===== config.mk =====
export PLATFORM = sky130hd
export DESIGN_NAME = gpu_operand_fetch
export DESIGN_NICKNAME = d
export VERILOG_FILES = /design/src/rtl/gpu_operand_fetch.sv
export SDC_FILE = /design/constraint.sdc
export NUM_CORES = 1
export LEC_CHECK = 0
export CORE_ASPECT_RATIO = 0.75
export CORE_MARGIN = 4
export CORE_UTILIZATION = 40
export CTS_CLUSTER_SIZE = 10
export DETAILED_ROUTE_END_ITERATION = 7
export PLACE_DENSITY = 0.7
export SLEW_MARGIN = 10
export SYNTH_ARGS = -nofsm -noshare
export SYNTH_HDL_FRONTEND = slang
export SYNTH_SLANG_ARGS = --single-unit

===== constraint.sdc =====
create_clock -name clk -period 7 [get_ports clk]
set_clock_uncertainty 0.15 [all_clocks]
set_input_delay 1.4 -clock clk [delete_from_list [all_inputs] [get_ports clk]]
set_output_delay 1.4 -clock clk [all_outputs]
set_load 0.05 [all_outputs]

===== src/rtl/gpu_operand_fetch.sv =====
// gpu_operand_fetch
//   Multi-thread operand decode/fetch. Takes one instruction's two operand
//   descriptors per in_valid/in_ready handshake, resolves each operand in
//   turn (A, then B) as immediate, register-file read, or memory read at
//   base[thread] + offset, then presents both operands downstream on an
//   out_valid/out_ready handshake.
// Ports
//   clk, rst                  clock, asynchronous active-high reset
//   in_*                      descriptor input (thread, modes, fields)
//   base_we/base_thread/data  per-thread base register write port
//   rf_rd_*                   register-file read (data returns 1 cycle later)
//   mem_req_*/mem_resp_*      memory read request / response
//   out_*                     resolved operands, thread id, error flag

// One per-thread memory base register.
module gpu_of_base_reg #(
  parameter int W = 16
) (
  input  logic         clk,
  input  logic         rst,
  input  logic         we,
  input  logic [W-1:0] d,
  output logic [W-1:0] q
);
  always_ff @(posedge clk or posedge rst) begin
    if (rst)     q <= '0;
    else if (we) q <= d;
  end
endmodule

module gpu_operand_fetch #(
  parameter int DATA_W      = 32,
  parameter int ADDR_W      = 16,
  parameter int NUM_THREADS = 4,
  parameter int TID_W       = 2,
  parameter int REG_IDX_W   = 4
) (
  input  logic                 clk,
  input  logic                 rst,
  input  logic                 in_valid,
  output logic                 in_ready,
  input  logic [TID_W-1:0]     in_thread,
  input  logic [1:0]           in_mode_a,
  input  logic [1:0]           in_mode_b,
  input  logic [DATA_W-1:0]    in_field_a,
  input  logic [DATA_W-1:0]    in_field_b,
  input  logic                 base_we,
  input  logic [TID_W-1:0]     base_thread,
  input  logic [ADDR_W-1:0]    base_data,
  output logic                 rf_rd_en,
  output logic [TID_W-1:0]     rf_rd_thread,
  output logic [REG_IDX_W-1:0] rf_rd_idx,
  input  logic [DATA_W-1:0]    rf_rd_data,
  output logic                 mem_req_valid,
  input  logic                 mem_req_ready,
  output logic [ADDR_W-1:0]    mem_req_addr,
  input  logic                 mem_resp_valid,
  input  logic [DATA_W-1:0]    mem_resp_data,
  output logic                 out_valid,
  input  logic                 out_ready,
  output logic [TID_W-1:0]     out_thread,
  output logic [DATA_W-1:0]    out_op_a,
  output logic [DATA_W-1:0]    out_op_b,
  output logic                 out_err
);

  typedef enum logic [2:0] {
    IDLE, OP_A, OP_B, RF_WAIT, MEM_REQ, MEM_WAIT, OUT
  } state_t;

  state_t state, nxt;

  // latched descriptor
  logic [TID_W-1:0]  thr;
  logic [1:0]        mode_a, mode_b;
  logic [DATA_W-1:0] field_a, field_b;
  logic              cur_b;   // 0: resolving operand A, 1: operand B
  logic              err;
  logic [DATA_W-1:0] op_a, op_b;
  logic [ADDR_W-1:0] addr_q;

  // base registers, one instance per thread; writes to nonexistent
  // threads match no instance and are dropped
  logic [NUM_THREADS-1:0][ADDR_W-1:0] base_q;

  for (genvar g = 0; g < NUM_THREADS; g++) begin : g_base
    gpu_of_base_reg #(.W(ADDR_W)) u_base (
      .clk (clk),
      .rst (rst),
      .we  (base_we && (base_thread == TID_W'(g))),
      .d   (base_data),
      .q   (base_q[g])
    );
  end

  // thread legality and base lookup by match, so non-power-of-2 thread
  // counts need no out-of-range index
  logic              thread_ok;
  logic [ADDR_W-1:0] base_sel;
  always_comb begin
    thread_ok = 1'b0;
    base_sel  = '0;
    for (int i = 0; i < NUM_THREADS; i++) begin
      if (thr == TID_W'(i)) begin
        thread_ok = 1'b1;
        base_sel  = base_q[i];
      end
    end
  end

  logic [1:0]        cur_mode;
  logic [DATA_W-1:0] cur_field;
  assign cur_mode  = cur_b ? mode_b  : mode_a;
  assign cur_field = cur_b ? field_b : field_a;

  // control strobes
  logic              ld_in, op_we, err_set, err_clr, addr_ld, adv;
  logic [DATA_W-1:0] op_val;

  always_ff @(posedge clk or posedge rst) begin
    if (rst) state <= IDLE;
    else     state <= nxt;
  end

  always_comb begin
    nxt           = state;
    in_ready      = 1'b0;
    rf_rd_en      = 1'b0;
    mem_req_valid = 1'b0;
    out_valid     = 1'b0;
    ld_in         = 1'b0;
    op_we         = 1'b0;
    op_val        = '0;
    err_set       = 1'b0;
    err_clr       = 1'b0;
    addr_ld       = 1'b0;
    adv           = 1'b0;
    case (state)
      IDLE: begin
        in_ready = 1'b1;
        if (in_valid) begin
          ld_in = 1'b1;
          nxt   = OP_A;
        end
      end
      OP_A, OP_B: begin
        if (cur_mode == 2'd3 || !thread_ok) begin
          // no RF/memory side effects for an illegal operand
          op_we   = 1'b1;
          err_set = 1'b1;
          adv     = 1'b1;
        end else begin
          case (cur_mode)
            2'd0: begin
              op_we  = 1'b1;
              op_val = cur_field;
              adv    = 1'b1;
            end
            2'd1: begin
              rf_rd_en = 1'b1;
              nxt      = RF_WAIT;
            end
            default: begin
              addr_ld = 1'b1;
              nxt     = MEM_REQ;
            end
          endcase
        end
      end
      RF_WAIT: begin
        op_we  = 1'b1;
        op_val = rf_rd_data;
        adv    = 1'b1;
      end
      MEM_REQ: begin
        mem_req_valid = 1'b1;
        if (mem_req_ready) nxt = MEM_WAIT;
      end
      MEM_WAIT: begin
        if (mem_resp_valid) begin
          op_we  = 1'b1;
          op_val = mem_resp_data;
          adv    = 1'b1;
        end
      end
      OUT: begin
        out_valid = 1'b1;
        if (out_ready) begin
          err_clr = 1'b1;
          nxt     = IDLE;
        end
      end
      default: nxt = IDLE;
    endcase
    if (adv) nxt = cur_b ? OUT : OP_B;
  end

  always_ff @(posedge clk or posedge rst) begin
    if (rst) begin
      thr     <= '0;
      mode_a  <= '0;
      mode_b  <= '0;
      field_a <= '0;
      field_b <= '0;
      cur_b   <= 1'b0;
      err     <= 1'b0;
      op_a    <= '0;
      op_b    <= '0;
      addr_q  <= '0;
    end else begin
      if (ld_in) begin
        thr     <= in_thread;
        mode_a  <= in_mode_a;
        mode_b  <= in_mode_b;
        field_a <= in_field_a;
        field_b <= in_field_b;
        cur_b   <= 1'b0;
      end else if (adv && !cur_b) begin
        cur_b <= 1'b1;
      end
      if (op_we) begin
        if (cur_b) op_b <= op_val;
        else       op_a <= op_val;
      end
      if (err_set)      err <= 1'b1;
      else if (err_clr) err <= 1'b0;
      // base_q still holds its pre-write value in a same-cycle write
      if (addr_ld) addr_q <= base_sel + cur_field[ADDR_W-1:0];
    end
  end

  assign rf_rd_thread = rf_rd_en ? thr : '0;
  assign rf_rd_idx    = rf_rd_en ? cur_field[REG_IDX_W-1:0] : '0;
  assign mem_req_addr = addr_q;
  assign out_thread   = thr;
  assign out_op_a     = op_a;
  assign out_op_b     = op_b;
  assign out_err      = err;

endmodule


==> flow_summary.html <==
<table>
<tr><th>Metric</th><th>Value</th></tr>
<tr><th colspan="2">Floorplanning</th></tr>
<tr><td>Overall die width</td><td>slightly below 200 um</td></tr>
<tr><td>Starting Density</td><td>0.408</td></tr>
<tr><td>Number of placement rows</td><td>50</td></tr>
<tr><td>Vertical die dimension</td><td>between 100 and 150 um</td></tr>
<tr><td>Area of the placeable core</td><td>between 0.02 and 0.03 mm2</td></tr>
<tr><td>Number of primary I/O pins</td><td>252</td></tr>
<tr><td>Total Die Area</td><td>approximately 0.028 mm2</td></tr>
<tr><th colspan="2">CTS</th></tr>
<tr><td>Clock edge transition at the registers on the reported setup and hold paths</td><td>~0.050 ns</td></tr>
<tr><td>Hold-fix buffers at CTS</td><td>0</td></tr>
<tr><td>Clock latency on the worst-skew pair</td><td>between 0.5 and 0.6 ns</td></tr>
<tr><td>Buffer type at the clock tree root</td><td>sky130_fd_sc_hd__clkbuf_16</td></tr>
<tr><td>Clock tree from TritonCTS</td><td>done</td></tr>
<tr><td>Post-CTS resize count</td><td>0</td></tr>
<tr><td>Sinks on the clock net</td><td>between 200 and 250</td></tr>
<tr><td>Post-CTS Repair Setup Buffers</td><td>0</td></tr>
<tr><td>Clock H-tree levels</td><td>1</td></tr>
<tr><td>Number of CTS-inserted buffers</td><td>26</td></tr>
<tr><td>CTS Buffer Depth</td><td>3</td></tr>
<tr><th colspan="2">Yosys</th></tr>
<tr><td>Largest family of logic cells by synthesized area</td><td>multiplexers</td></tr>
<tr><td>Most common library cells after synthesis</td><td>sky130_fd_sc_hd__dfrtp_1, sky130_fd_sc_hd__mux2_2, sky130_fd_sc_hd__nand2_1</td></tr>
<tr><td>Synthesized flop and latch total</td><td>219</td></tr>
<tr><td>Share of synthesized registers carrying an async set or reset</td><td>1.00</td></tr>
<tr><td>Most frequent cell after synthesis</td><td>sky130_fd_sc_hd__dfrtp_1</td></tr>
<tr><td>Yosys warning total</td><td>0</td></tr>
<tr><td>Post-synth top area cell</td><td>sky130_fd_sc_hd__dfrtp_1</td></tr>
<tr><td>Adder-cell share of the synthesized area</td><td>0.0213</td></tr>
<tr><td>Number of enable flip-flop cells after synthesis</td><td>0</td></tr>
<tr><td>Top cells by area in the synthesized netlist</td><td>sky130_fd_sc_hd__dfrtp_1, sky130_fd_sc_hd__mux2_2, sky130_fd_sc_hd__mux4_2</td></tr>
<tr><td>Combined area of all synthesized cells</td><td>0.0102 mm2</td></tr>
<tr><td>Mapped Nets</td><td>990</td></tr>
<tr><td>Avg Inst Size Synth</td><td>about 13 um2</td></tr>
<tr><td>Portion of netlist area occupied by mux cells</td><td>0.222</td></tr>
<tr><td>Gate count of the mapped netlist</td><td>815</td></tr>
<tr><td>Simple-gate area share of the yosys netlist</td><td>0.0602</td></tr>
<tr><td>Portion of the post-synthesis area used by sequential elements</td><td>0.537</td></tr>
<tr><td>Area fraction in compound gates after synthesis</td><td>0.115</td></tr>
<tr><td>Unique masters post-synth</td><td>46</td></tr>
<tr><td>Prevailing post-synth register cell</td><td>sky130_fd_sc_hd__dfrtp_1</td></tr>
<tr><td>Area fraction of the dominant cell type after synthesis</td><td>0.537</td></tr>
<tr><td>Xor-xnor portion of the synthesized cell area</td><td>0.0137</td></tr>
<tr><th colspan="2">STA</th></tr>
<tr><td>TNS Setup</td><td>0 ns</td></tr>
<tr><td>Unrepaired setup endpoints after global routing</td><td>false</td></tr>
<tr><td>Smallest setup slack after layout</td><td>2.12 ns</td></tr>
<tr><td>Actual slew at the worst max-slew pin</td><td>approximately 1.2 ns</td></tr>
<tr><td>Slew headroom</td><td>0.194</td></tr>
<tr><td>Total of endpoints with negative setup slack in the final report</td><td>0</td></tr>
<tr><td>Final hold viol count</td><td>0</td></tr>
<tr><td>Ratio of final minimum period to clock period</td><td>0.698</td></tr>
<tr><td>Final critical path time including I/O delays and setup</td><td>roughly 4.9 ns</td></tr>
<tr><td>Fmax</td><td>205 MHz</td></tr>
<tr><td>Final number of max-transition violations</td><td>0</td></tr>
<tr><th colspan="2">Place</th></tr>
<tr><td>Total half-perimeter wirelength after legalization and detailed placement</td><td>~21000 um</td></tr>
<tr><td>Routability-driven placement congestion ratio</td><td>roughly 0.83</td></tr>
<tr><td>Placed cell area</td><td>roughly 0.013 mm2</td></tr>
<tr><td>Count of buffers from port buffering</td><td>251</td></tr>
<tr><td>Placement-stage worst setup slack</td><td>around 2.4 ns</td></tr>
<tr><th colspan="2">Global route</th></tr>
<tr><td>Remaining global-route overflow</td><td>0</td></tr>
<tr><td>Maximum number of pins on one net before global-route repair</td><td>130</td></tr>
<tr><td>Initial antenna violation count</td><td>2</td></tr>
<tr><td>Via count of the first global-routing pass</td><td>just under 8000</td></tr>
<tr><td>Gr usage total</td><td>0.202</td></tr>
<tr><td>Wire length of the first global-routing pass</td><td>45100 um</td></tr>
<tr><th colspan="2">Power</th></tr>
<tr><td>PnR Total Power</td><td>0.00680 W</td></tr>
<tr><td>VDD IR max</td><td>approximately 0.00027 V</td></tr>
<tr><td>Reported leakage power</td><td>between 5 and 6 nW</td></tr>
<tr><td>Power per cell area</td><td>497 mW/mm2</td></tr>
<tr><th colspan="2">Critical path</th></tr>
<tr><td>Critical Path End Type</td><td>output port</td></tr>
<tr><td>Depth of the worst register-to-register path</td><td>10</td></tr>
<tr><td>CP max stage delay</td><td>roughly 0.86 ns</td></tr>
<tr><td>Critical Path AT</td><td>around 3.3 ns</td></tr>
<tr><td>Element type at the critical path start</td><td>register</td></tr>
<tr><td>Crit path max-delay cell type</td><td>sky130_fd_sc_hd__clkdlybuf4s50_1</td></tr>
<tr><td>Cell-by-cell trace of the critical path</td><td>buf_4 -&gt; xnor2_1 -&gt; nor2_1 -&gt; and2_1 -&gt; clkdlybuf4s50_1</td></tr>
<tr><td>Dominant delay contributor by cell family on the critical path</td><td>buffers and inverters</td></tr>
<tr><td>Critical Path RT</td><td>5.45 ns</td></tr>
<tr><td>Buffering stage count on the worst path with inverters included</td><td>2</td></tr>
<tr><td>CP Class</td><td>register to output port</td></tr>
<tr><td>Worst-path maximum fanout</td><td>29</td></tr>
<tr><td>Total stage count of the critical path</td><td>5</td></tr>
<tr><th colspan="2">Detailed routing</th></tr>
<tr><td>Via density</td><td>roughly 5.4</td></tr>
<tr><td>DRC Markers</td><td>0</td></tr>
<tr><td>Number of nets still failing antenna checks after routing</td><td>0</td></tr>
<tr><td>Via total after detailed routing</td><td>around 7500</td></tr>
<tr><td>Starting DRC count in detailed routing</td><td>433</td></tr>
<tr><td>TritonRoute pass-1 iters</td><td>6</td></tr>
<tr><td>Aggregate routed wire length</td><td>just under 30000 um</td></tr>
<tr><td>Wirelength per Cell</td><td>20.8 um</td></tr>
<tr><th colspan="2">Outcome</th></tr>
<tr><td>Run status</td><td>finished clean</td></tr>
<tr><th colspan="2">Cells and area</th></tr>
<tr><td>Area Overhead vs Synth</td><td>34.0%</td></tr>
<tr><td>Combined area of the multi-input logic cells</td><td>approximately 0.0044 mm2</td></tr>
<tr><td>Layout Utilization</td><td>0.546</td></tr>
<tr><td>Nets@finish</td><td>between 1000 and 1500</td></tr>
<tr><td>Layout cell share with drive strength beyond 1</td><td>0.222</td></tr>
<tr><td>Filler Cell Count</td><td>approximately 2100</td></tr>
<tr><td>Final Instance Area</td><td>0.0137 mm2</td></tr>
<tr><td>Register Area</td><td>between 0.005 and 0.006 mm2</td></tr>
<tr><th colspan="2">Worst hold path</th></tr>
<tr><td>Hold path depth</td><td>2</td></tr>
<tr><td>Class of the tightest hold or removal check</td><td>register to register</td></tr>
<tr><th colspan="2">Run</th></tr>
<tr><td>MaxCap Viol Count</td><td>0</td></tr>
</table>
[worst min-delay path, stage by stage (launching register included)]
cell                      delay (ns)
sky130_fd_sc_hd__dfrtp_1        0.34
sky130_fd_sc_hd__nand2_1        0.04
sky130_fd_sc_hd__o21ai_0        0.06
[per-stage QoR]
step / hold slack (ns) / cells
6_report: 0.326 / 1394
5_1_grt: 0.354 / 1393
4_1_cts: 0.332 / 1393
3_5_place_dp: 0.319 / 1361
3_3_place_gp: 0.315 / 1361
2_1_floorplan: 0.324 / 815
[registers in the layout, summed over array words and instances, names as in the netlist]
| register | count |
|---|---|
| out_thread | 2 |
| cur_b | 1 |
| state | 3 |
| field_a | 32 |
| out_op_b | 32 |
| mode_b | 2 |
| mem_req_addr | 16 |
| field_b | 32 |
| out_op_a | 32 |
| mode_a | 2 |
| g_base.u_base.q | 64 |
| out_err | 1 |
[cell usage in the layout, fill, tap and decap left out, drive strengths merged, types with 3 or more instances in the layout]
cell / synthesis / routed
a22o: 17 / 17
and2: 5 / 5
o21ai: 58 / 58
a21o: 6 / 6
nand4: 3 / 3
a22oi: 16 / 16
and3: 7 / 7
nand3: 3 / 3
a222oi: 16 / 16
a31oi: 3 / 3
nor3b: 3 / 3
and3b: 3 / 3
xnor2: 8 / 8
clkbuf: 20 / 31
dfrtp: 219 / 219
nor3: 5 / 5
a21oi: 54 / 54
nor2: 42 / 42
nand2: 60 / 60
xor2: 8 / 8
clkdlybuf4s50: 0 / 251
buf: 34 / 11
mux4: 16 / 16
ha: 15 / 15
a21boi: 3 / 3
nand3b: 3 / 3
mux2: 168 / 168
[power by group]
part	leakage, nW	internal [W]	switching [W]
logic	2.60	0.00149	0.00210
registers	2.67	0.00173	0.000296
clock network	0.348	0.000691	0.000483
total	5.62	0.00392	0.00288
[worst paths after layout]
path | end | start | slack (ns)
setup / recovery | rf_rd_en | state[0]$_DFFE_PP0P_ | 2.12
setup reg to reg | mem_req_addr[14]$_DFFE_PP0P_ | out_thread[0]$_DFFE_PP0P_ | 3.33
max in group asynchronous | mem_req_addr[1]$_DFFE_PP0P_ | rst | 4.22
hold reg to reg | out_op_a[31]$_DFFE_PP0P_ | out_op_a[31]$_DFFE_PP0P_ | 0.33
hold / removal | out_op_a[31]$_DFFE_PP0P_ | out_op_a[31]$_DFFE_PP0P_ | 0.33
min in group asynchronous | out_op_b[18]$_DFFE_PP0P_ | rst | 1.29
[routing by layer]
layer / up-vias / global-route usage / share of wire
li1: 3465 / - / -
met1: 3745 / 0.296 / 0.45
met2: 278 / 0.314 / 0.45
met3: 38 / 0.0411 / 0.079
met4: 2 / 0.0417 / 0.019
met5: - / 0 / 0.00069
[layout make-up]
class / instances / share of cell area
clock inverters: 1 / 0.000641
diodes: 1 / 0.000183
flip-flops and latches: 219 / 0.401
repair buffers: 262 / 0.191
well taps: 338 / 0.0309
clock buffers: 31 / 0.0513
inverters: 3 / 0.00110
multi-input cells: 539 / 0.324
[cells by family after synthesis]
family / Yosys count
buffers and inverters: 57
adders and majority gates: 17
AOI/OAI and AO/OA: 184
and+or+nand+nor: 137
xor gates and xnor gates: 16
muxes: 185
DFF: 219
(Power assumes the default switching activity.)
